===== config.mk =====
export PLATFORM = sky130hd
export DESIGN_NAME = lsu_mem_if_flat
export DESIGN_NICKNAME = d
export VERILOG_FILES = /design/src/rtl/lsu_mem_if_if.sv /design/src/rtl/lsu_mem_if.sv /design/src/flat_wrapper.sv
export SDC_FILE = /design/constraint.sdc
export NUM_CORES = 1
export LEC_CHECK = 0
export CAP_MARGIN = 20
export CORE_ASPECT_RATIO = 1.2
export CORE_MARGIN = 3
export CORE_UTILIZATION = 46
export DETAILED_ROUTE_END_ITERATION = 10
export PLACE_DENSITY = 0.81
export SYNTH_ARGS = -nofsm -noshare
export SYNTH_HDL_FRONTEND = slang
export SYNTH_SLANG_ARGS = --single-unit
export TNS_END_PERCENT = 50

===== constraint.sdc =====
create_clock -name clk -period 3.45 [get_ports clk]
set_input_delay 1.035 -clock clk [delete_from_list [all_inputs] [get_ports clk]]
set_output_delay 1.035 -clock clk [all_outputs]
set_load 0.1 [all_outputs]

===== src/rtl/lsu_mem_if_if.sv =====
// Word-wide external data-memory bus: request/ack handshake with byte enables.
interface lsu_mem_if_if #(
    parameter int unsigned ADDR_W = 32
);
    localparam int unsigned DATA_W = 32;
    localparam int unsigned BE_W   = 4;

    logic              bus_req;
    logic              bus_we;
    logic [ADDR_W-1:0] bus_addr;
    logic [DATA_W-1:0] bus_wdata;
    logic [BE_W-1:0]   bus_be;
    logic              bus_ack;
    logic [DATA_W-1:0] bus_rdata;

    modport master (
        output bus_req, bus_we, bus_addr, bus_wdata, bus_be,
        input  bus_ack, bus_rdata
    );

    modport slave (
        input  bus_req, bus_we, bus_addr, bus_wdata, bus_be,
        output bus_ack, bus_rdata
    );
endinterface


===== src/rtl/lsu_mem_if.sv =====
// Load/store unit memory interface: posted stores, blocking loads, lane steering,
// sign/zero extension, legality check and bus timeout.
module lsu_mem_if #(
    parameter int unsigned ADDR_W      = 32,
    parameter int unsigned BUS_TIMEOUT = 255
) (
    input  logic              clk,
    input  logic              rst,
    input  logic              ld_req,
    input  logic              st_req,
    input  logic [2:0]        func3,
    input  logic [ADDR_W-1:0] addr,
    input  logic [31:0]       wdata,
    input  logic [4:0]        ld_rd,
    output logic              ld_valid,
    output logic [31:0]       ld_data,
    output logic [4:0]        ld_rd_out,
    output logic              mem_busy,
    output logic              acc_err,
    output logic              timeout_err,
    lsu_mem_if_if.master      bus
);
    localparam int unsigned DATA_W = 32;
    localparam int unsigned BE_W   = 4;
    localparam int unsigned RD_W   = 5;
    localparam int unsigned CNT_W  = 16;

    typedef enum logic [1:0] {IDLE, WRITE, READ} state_e;

    state_e            state_q, state_d;
    logic              bus_req_q, bus_req_d;
    logic              bus_we_q, bus_we_d;
    logic [ADDR_W-1:0] bus_addr_q, bus_addr_d;
    logic [DATA_W-1:0] bus_wdata_q, bus_wdata_d;
    logic [BE_W-1:0]   bus_be_q, bus_be_d;
    logic [2:0]        func3_q, func3_d;
    logic [1:0]        lane_q, lane_d;
    logic [RD_W-1:0]   rd_q, rd_d;
    logic [CNT_W-1:0]  tmo_cnt_q, tmo_cnt_d;
    logic              ld_valid_q, ld_valid_d;
    logic [DATA_W-1:0] ld_data_q, ld_data_d;
    logic [RD_W-1:0]   ld_rd_q, ld_rd_d;
    logic              acc_err_q, acc_err_d;
    logic              tmo_err_q, tmo_err_d;

    logic              legal;
    logic [BE_W-1:0]   st_be;
    logic [DATA_W-1:0] st_wdata;
    logic [DATA_W-1:0] rd_shift;
    logic [DATA_W-1:0] ld_ext;

    // Width/alignment legality and store lane steering for the incoming request.
    always_comb begin
        legal    = 1'b0;
        st_be    = 4'b1111;
        st_wdata = wdata;
        case (func3)
            3'b000:         legal = 1'b1;
            3'b001:         legal = ~addr[0];
            3'b010:         legal = (addr[1:0] == 2'b00);
            3'b100, 3'b101: legal = ~st_req & (~func3[0] | ~addr[0]);
            default:        legal = 1'b0;
        endcase
        case (func3[1:0])
            2'b00: begin
                st_be    = 4'b0001 << addr[1:0];
                st_wdata = {4{wdata[7:0]}};
            end
            2'b01: begin
                st_be    = 4'b0011 << {addr[1], 1'b0};
                st_wdata = {2{wdata[15:0]}};
            end
            default: ;
        endcase
    end

    // Read-lane extraction and extension using the captured access width.
    always_comb begin
        rd_shift = bus.bus_rdata >> {lane_q, 3'b000};
        case (func3_q)
            3'b000:  ld_ext = {{24{rd_shift[7]}}, rd_shift[7:0]};
            3'b100:  ld_ext = {24'h0, rd_shift[7:0]};
            3'b001:  ld_ext = {{16{rd_shift[15]}}, rd_shift[15:0]};
            3'b101:  ld_ext = {16'h0, rd_shift[15:0]};
            default: ld_ext = rd_shift;
        endcase
    end

    always_comb begin
        state_d     = state_q;
        bus_req_d   = bus_req_q;
        bus_we_d    = bus_we_q;
        bus_addr_d  = bus_addr_q;
        bus_wdata_d = bus_wdata_q;
        bus_be_d    = bus_be_q;
        func3_d     = func3_q;
        lane_d      = lane_q;
        rd_d        = rd_q;
        tmo_cnt_d   = tmo_cnt_q;
        ld_valid_d  = 1'b0;
        ld_data_d   = ld_data_q;
        ld_rd_d     = ld_rd_q;
        acc_err_d   = 1'b0;
        tmo_err_d   = 1'b0;

        case (state_q)
            IDLE: begin
                bus_req_d = 1'b0;
                if (st_req || ld_req) begin
                    if (!legal) begin
                        acc_err_d = 1'b1;
                    end else begin
                        // Store wins when both are requested; the load is dropped.
                        state_d    = st_req ? WRITE : READ;
                        bus_req_d  = 1'b1;
                        bus_we_d   = st_req;
                        bus_addr_d = {addr[ADDR_W-1:2], 2'b00};
                        bus_be_d   = st_req ? st_be : 4'b0000;
                        if (st_req) bus_wdata_d = st_wdata;
                        func3_d    = func3;
                        lane_d     = addr[1:0];
                        rd_d       = ld_rd;
                        tmo_cnt_d  = '0;
                    end
                end
            end
            WRITE, READ: begin
                if (bus.bus_ack) begin
                    state_d   = IDLE;
                    bus_req_d = 1'b0;
                    if (state_q == READ) begin
                        ld_valid_d = 1'b1;
                        ld_data_d  = ld_ext;
                        ld_rd_d    = rd_q;
                    end
                end else if (tmo_cnt_q == CNT_W'(BUS_TIMEOUT - 1)) begin
                    state_d   = IDLE;
                    bus_req_d = 1'b0;
                    tmo_err_d = 1'b1;
                    if (state_q == READ) begin
                        ld_valid_d = 1'b1;
                        ld_data_d  = '0;
                        ld_rd_d    = rd_q;
                    end
                end else begin
                    tmo_cnt_d = tmo_cnt_q + CNT_W'(1);
                end
            end
            default: begin
                state_d   = IDLE;
                bus_req_d = 1'b0;
            end
        endcase
    end

    always_ff @(posedge clk or negedge rst) begin
        if (!rst) begin
            state_q     <= IDLE;
            bus_req_q   <= 1'b0;
            bus_we_q    <= 1'b0;
            bus_addr_q  <= '0;
            bus_wdata_q <= '0;
            bus_be_q    <= '0;
            func3_q     <= '0;
            lane_q      <= '0;
            rd_q        <= '0;
            tmo_cnt_q   <= '0;
            ld_valid_q  <= 1'b0;
            ld_data_q   <= '0;
            ld_rd_q     <= '0;
            acc_err_q   <= 1'b0;
            tmo_err_q   <= 1'b0;
        end else begin
            state_q     <= state_d;
            bus_req_q   <= bus_req_d;
            bus_we_q    <= bus_we_d;
            bus_addr_q  <= bus_addr_d;
            bus_wdata_q <= bus_wdata_d;
            bus_be_q    <= bus_be_d;
            func3_q     <= func3_d;
            lane_q      <= lane_d;
            rd_q        <= rd_d;
            tmo_cnt_q   <= tmo_cnt_d;
            ld_valid_q  <= ld_valid_d;
            ld_data_q   <= ld_data_d;
            ld_rd_q     <= ld_rd_d;
            acc_err_q   <= acc_err_d;
            tmo_err_q   <= tmo_err_d;
        end
    end

    assign mem_busy      = (state_q != IDLE);
    assign ld_valid      = ld_valid_q;
    assign ld_data       = ld_data_q;
    assign ld_rd_out     = ld_rd_q;
    assign acc_err       = acc_err_q;
    assign timeout_err   = tmo_err_q;
    assign bus.bus_req   = bus_req_q;
    assign bus.bus_we    = bus_we_q;
    assign bus.bus_addr  = bus_addr_q;
    assign bus.bus_wdata = bus_wdata_q;
    assign bus.bus_be    = bus_be_q;
endmodule

===== src/flat_wrapper.sv =====
// flat-port wrapper written by rule: the top's interface ports become plain ports
module lsu_mem_if_flat 
#(
    parameter int unsigned ADDR_W      = 32,
    parameter int unsigned BUS_TIMEOUT = 255
)
  (clk, rst, ld_req, st_req, func3, addr, wdata, ld_rd, ld_valid, ld_data, ld_rd_out, mem_busy, acc_err, timeout_err, bus_bus_req, bus_bus_we, bus_bus_addr, bus_bus_wdata, bus_bus_be, bus_bus_ack, bus_bus_rdata);
  lsu_mem_if_if #(.ADDR_W(ADDR_W)) bus_i ();
  input  logic clk;
  input  logic rst;
  input  logic ld_req;
  input  logic st_req;
  input  logic [2:0] func3;
  input  logic [ADDR_W-1:0] addr;
  input  logic [31:0] wdata;
  input  logic [4:0] ld_rd;
  output logic ld_valid;
  output logic [31:0] ld_data;
  output logic [4:0] ld_rd_out;
  output logic mem_busy;
  output logic acc_err;
  output logic timeout_err;
  output wire logic [$bits(bus_i.bus_req)-1:0] bus_bus_req;
  output wire logic [$bits(bus_i.bus_we)-1:0] bus_bus_we;
  output wire logic [$bits(bus_i.bus_addr)-1:0] bus_bus_addr;
  output wire logic [$bits(bus_i.bus_wdata)-1:0] bus_bus_wdata;
  output wire logic [$bits(bus_i.bus_be)-1:0] bus_bus_be;
  input wire logic [$bits(bus_i.bus_ack)-1:0] bus_bus_ack;
  input wire logic [$bits(bus_i.bus_rdata)-1:0] bus_bus_rdata;
  assign bus_bus_req = bus_i.bus_req;
  assign bus_bus_we = bus_i.bus_we;
  assign bus_bus_addr = bus_i.bus_addr;
  assign bus_bus_wdata = bus_i.bus_wdata;
  assign bus_bus_be = bus_i.bus_be;
  assign bus_i.bus_ack = bus_bus_ack;
  assign bus_i.bus_rdata = bus_bus_rdata;
  lsu_mem_if #(.ADDR_W(ADDR_W), .BUS_TIMEOUT(BUS_TIMEOUT)) u_core (.clk(clk), .rst(rst), .ld_req(ld_req), .st_req(st_req), .func3(func3), .addr(addr), .wdata(wdata), .ld_rd(ld_rd), .ld_valid(ld_valid), .ld_data(ld_data), .ld_rd_out(ld_rd_out), .mem_busy(mem_busy), .acc_err(acc_err), .timeout_err(timeout_err), .bus(bus_i));
endmodule

# Word-level counts from Yosys, hierarchy flattened
# Cells that the tools add are included.
dict set report classes {
  n_addsub 1
  n_eq_ne 16
  shifts 3
  muxes 38
  bitwise 5
  n_reduce_logical 17
}
# op count
set ops {}
lappend ops {{two-way mux 32 bit} 4}
lappend ops {{one-hot mux 32 bit (4 select lines)} 1}
lappend ops {{two-way mux 16 bit} 4}
lappend ops {{one-hot mux 32 bit (2 select lines)} 1}
lappend ops {{one-hot mux 16 bit (2 select lines)} 1}
lappend ops {{right shift 32 x 5 -> 32 bit} 1}
lappend ops {{adder 16 x 1 -> 16 bit, second input constant} 1}
lappend ops {{equality test 16 x 8 -> 1 bit, second input constant} 1}
lappend ops {{two-way mux 5 bit} 3}
lappend ops {{two-way mux 1 bit} 14}
lappend ops {{equality test 3 bit, second input constant} 4}
lappend ops {{two-way mux 2 bit} 5}
lappend ops {{AND reduction 3 bit} 3}
lappend ops {{one-hot mux 4 bit (2 select lines)} 1}
lappend ops {{equality test 3 x 1 -> 1 bit, second input constant} 2}
lappend ops {{zero test 2 bit} 3}
lappend ops {{zero test 3 bit} 2}
lappend ops {{nonzero test 2 bit} 3}
lappend ops {{AND reduction 5 bit} 1}
lappend ops {{equality test 2 x 1 -> 1 bit, second input constant} 2}
lappend ops {{two-way mux 4 bit} 1}
lappend ops {{!= test 2 x 1 -> 1 bit, second input constant} 2}
lappend ops {{!= test 2 bit, second input constant} 2}
lappend ops {{one-hot mux 1 bit (4 select lines)} 1}
lappend ops {{14 further kinds} 17}
dict set report totals {
  regBits 136
  input_bits 109
  output_inout_bits 111
  wordCells 95
}

# Logic depth before layout (Yosys ltp)
dict set report logic_depth {
  depth_word 7
  depth_mapped 8
  mapped_depth_nobuf 7
}

# Worst setup path after synthesis
# OpenSTA, ideal clock, no wires.
dict set report synth_path {
  path_kind {input to register}
  start {in addr[1]}
  end {reg u_core.bus_addr_q[11], in the netlist u_core.bus.bus_addr[11]}
  arrival_time_ns 2.551
  setup_slack_ns 0.773
  cell_stages 5
  n_path_buf 2
  cell_sequence {or4_1 > a21o_1 > clkbuf_1 > clkbuf_1 > mux2_2}
}
dict set report synth_via {
  elab_chain_len 3
}
# element line
set synth_rtl {}
lappend synth_rtl {{from (decl)} flat_wrapper.sv:14} ;# input logic [ADDR_W-1:0] addr;
lappend synth_rtl {{zero test 2 bit} lsu_mem_if.sv:60} ;# 3'b010: legal = (addr[1:0] == 2'b00);
lappend synth_rtl {{one-hot mux 1 bit (4 select lines)} lsu_mem_if.sv:57} ;# case (func3)
lappend synth_rtl {{AND reduction 3 bit (no line)} -}
lappend synth_rtl {{to (signal assigned)} lsu_mem_if.sv:177} ;# bus_addr_q <= bus_addr_d;
lappend synth_rtl {{to (decl)} lsu_mem_if.sv:33} ;# logic [ADDR_W-1:0] bus_addr_q, bus_addr_d;
# Every way passes these cells.
# A chain may end at the register's enable or synchronous reset.

# Worst setup path after layout
dict set report layout_path {
  start {in addr[0]}
  end {reg u_core.tmo_cnt_q[11]}
}
dict set report layout_via {
  elab_chain_len 6
  elab_cells_between_ends 7
  cone_classes {1 x eq/ne; 1 x mux; 3 x bitwise; 2 x reduce/logical}
}
# element line
set layout_rtl {}
lappend layout_rtl {{NOT 1 bit} {lsu_mem_if.sv:59, lsu_mem_if.sv:61}}
lappend layout_rtl {{bitwise OR 1 bit} lsu_mem_if.sv:61} ;# 3'b100, 3'b101: legal = ~st_req & (~func3[0] | ~addr[0]);
lappend layout_rtl {{AND 1 bit} lsu_mem_if.sv:61}
lappend layout_rtl {{one-hot mux 1 bit (4 select lines) *} lsu_mem_if.sv:57}
lappend layout_rtl {{!= test 2 x 1 -> 1 bit (no line) *} -}
lappend layout_rtl {{AND reduction 5 bit (no line) *} -}
lappend layout_rtl {{to (signal assigned)} lsu_mem_if.sv:183} ;# tmo_cnt_q <= tmo_cnt_d;
lappend layout_rtl {{to (decl)} lsu_mem_if.sv:39} ;# logic [CNT_W-1:0] tmo_cnt_q, tmo_cnt_d;
# Every way passes the cells marked *; elsewhere a longest branch is shown, timed or not.

==> results.yml <==
sta:
  fin_setup_tns_ns: 0
  finalMaxSlewViolations: 0
  timing.final.hold_violations: 0
  fin_crit_ns: 2.80
  worst_pin_slew_ns: 0.870
  rsz0062_at_grt: "false"
  finalSetupViolations: 0
  skew_ns: 0.0104
  min_period_over_period: 0.812
  slew_headroom: 0.418
  fmax_ghz: 0.357
final_layout:
  layout_commonest_cell: "dfrtp_1"
  fin_area_um2: 9090
  final_cell_mix: "136 x dfrtp_1, 128 x buf_4, 109 x nand2_1"
  fillers: 1003
  antenna_cells: 0
  syn_to_final_growth_pct: 41.9
  multi_input_area_um2: 2820
  layout.area.seq_um2: 3400
  nets: 934
  drive_gt1_frac: 0.270
detailed_routing:
  wirelength_mm: 18.5
  routedWlPerCell_um: 18.5
  drc: 0
  ant_nets: 0
  drtIter0Drc: 317
  drt-pass1-iter-count: 5
  dr_total_vias: 5638
  routed_via_density: 5.63
worst_hold_path:
  hp-class: "reg -> reg"
  worstHoldStart: "u_core.bus.bus_wdata[6]"
yosys:
  yosysSeqAreaShare: 0.531
  synthArstFlopShare: 1.00
  synth_area_um2: 6410
  syn_avg_cell_area_um2: 10.6
  synth_top_area_cell: "dfrtp_1"
  yosys_warnings: 0
  synth_cell_types: 54
  netlist_instances: 603
  synth_edf_count: 0
  synth_seq_cells: 136
  synth_top_area_frac: 0.531
  ys_dominant_reg_cell: "dfrtp_1"
  yosys-top-cells-area: "dfrtp_1 53%, mux2_2 9.3%, nand2_1 6.4%"
die:
  die_w_um: 114
  rows: 46
  die_area_um2: 15400
  boundaryPins: 220
  initial_core_util: 0.478
  core_area_um2: 13400
  die_h_um: 135
clock_tree:
  cts.clk_slew.worst_paths_ns: 0.06
  cts_setup_buffers: 0
  cts_tree: "yes"
  post_cts_resized: 0
  cts_sinks: 136
  clk_latency_ns: 0.42
  clock_path_buffers: 2
  cts_max_level: 4
  cts-root-buf: "clkbuf_16"
  ctsHoldBuffers: 0
  cts_made_buffers: 17
job:
  cap_violations: 0
placed_design:
  dpl.hpwl_mm: 13.6
  io_buffers: 217
  placed_area_um2: 8520
  globalplace.congestion: 0.829
setup_path:
  worstPathArrival_ns: 3.09
  cp-startpoint: "addr[0]"
  start_kind: "primary input"
  cp.required_ns: 3.74
  cp-end-kind: "register"
  path_max_fanout: 6
  r2r-start: "u_core.tmo_cnt_q[0]"
  crit_type: "in -> reg"
global_routing:
  gr-total-overflow: 0
  antenna_found_initial: 0
  grt.total_usage: 0.244
  grt_first_pass_wirelength_mm: 29.6
  grt_pass1_vias: 5697
  grt_start_max_net_pins: 61
outcome:
  status: "finished, final reports clean"
[sequential cells by signal, summed over array words and instances (netlist names), 2 cells and up]
| name | flops |
|---|---|
| u_core.bus.bus_addr | 30 |
| u_core.bus.bus_be | 4 |
| u_core.bus.bus_wdata | 32 |
| u_core.func3_q | 3 |
| u_core.lane_q | 2 |
| u_core.ld_data | 32 |
| u_core.ld_rd_out | 5 |
| u_core.rd_q | 5 |
| u_core.state_q | 2 |
| u_core.tmo_cnt_q | 16 |
[cell usage after synthesis, drive strengths merged (3+ instances only)]
cell,number
dfrtp,136
nand2,109
o21ai,63
mux2,53
mux2i,40
clkbuf,28
a21oi,23
nor2,23
a221o,10
buf,10
inv,10
o211ai,10
a211o,7
nand3,7
o31ai,7
ha,4
nand2b,4
nor3,4
or2,4
or3,4
nor2b,3
o22ai,3
o31a,3
or4,3
[worst paths after layout]
path                                           end  slack, ns  cells after the start
max                           u_core.tmo_cnt_q[11]       0.65                      6
min                        u_core.bus.bus_wdata[6]       0.48                      2
max reg2reg                     u_core.ld_data[31]       0.96                      8
min reg2reg                u_core.bus.bus_wdata[6]       0.48                      2
max in group asynchronous      u_core.tmo_cnt_q[8]       2.08                      2
min in group asynchronous       u_core.ld_data[30]       0.56                      1
[per-layer routing]
metal	global-route usage	vias to the layer above	routed length (um)
li1	-	2603	-
met1	0.297	2741	7090
met2	0.403	251	9450
met3	0.0742	43	1490
met4	0.0975	0	520
met5	0	-	0
[stage by stage]
| step | worst slack (ns) | std cells | utilization | hold slack, ns |
|---|---|---|---|---|
| finish | 0.648 | 1002 | 0.678 | 0.478 |
| global route | 0.486 | 1002 | 0.678 | 0.510 |
| CTS | 0.649 | 1002 | 0.678 | 0.484 |
| detailed placement | 0.218 | 970 | 0.635 | 0.469 |
| global placement | 0.312 | 970 | 0.635 | 0.465 |
| floorplan | 0.773 | 604 | - | 0.460 |
[cell families after synthesis]
| family | count (synthesis) | synth area share |
|---|---|---|
| buffers and inverters | 48 | 0.0299 |
| AOI/OAI and AO/OA | 146 | 0.151 |
| other | 1 | 0.000585 |
| DFF | 136 | 0.531 |
| adders and majority gates | 4 | 0.00781 |
| muxes | 93 | 0.156 |
| and+or+nand+nor | 175 | 0.124 |
[area by class of cell]
type / count / share of cell area
flip-flops and latches: 136 / 0.374
multi-input cells: 420 / 0.310
repair buffers: 236 / 0.225
clock buffers: 22 / 0.0532
well taps: 168 / 0.0231
clock inverters: 10 / 0.0102
inverters: 10 / 0.00413
[critical path: stages]
cell and delay (ns):
clkdlybuf4s50_1 0.49, or4_1 0.58, a21o_2 0.26, nand2_1 0.16
nand2_1 0.19, o311ai_0 0.37
Power is not shown: default switching activity piles up to over one toggle a cycle in this logic, so the estimate is an artifact.
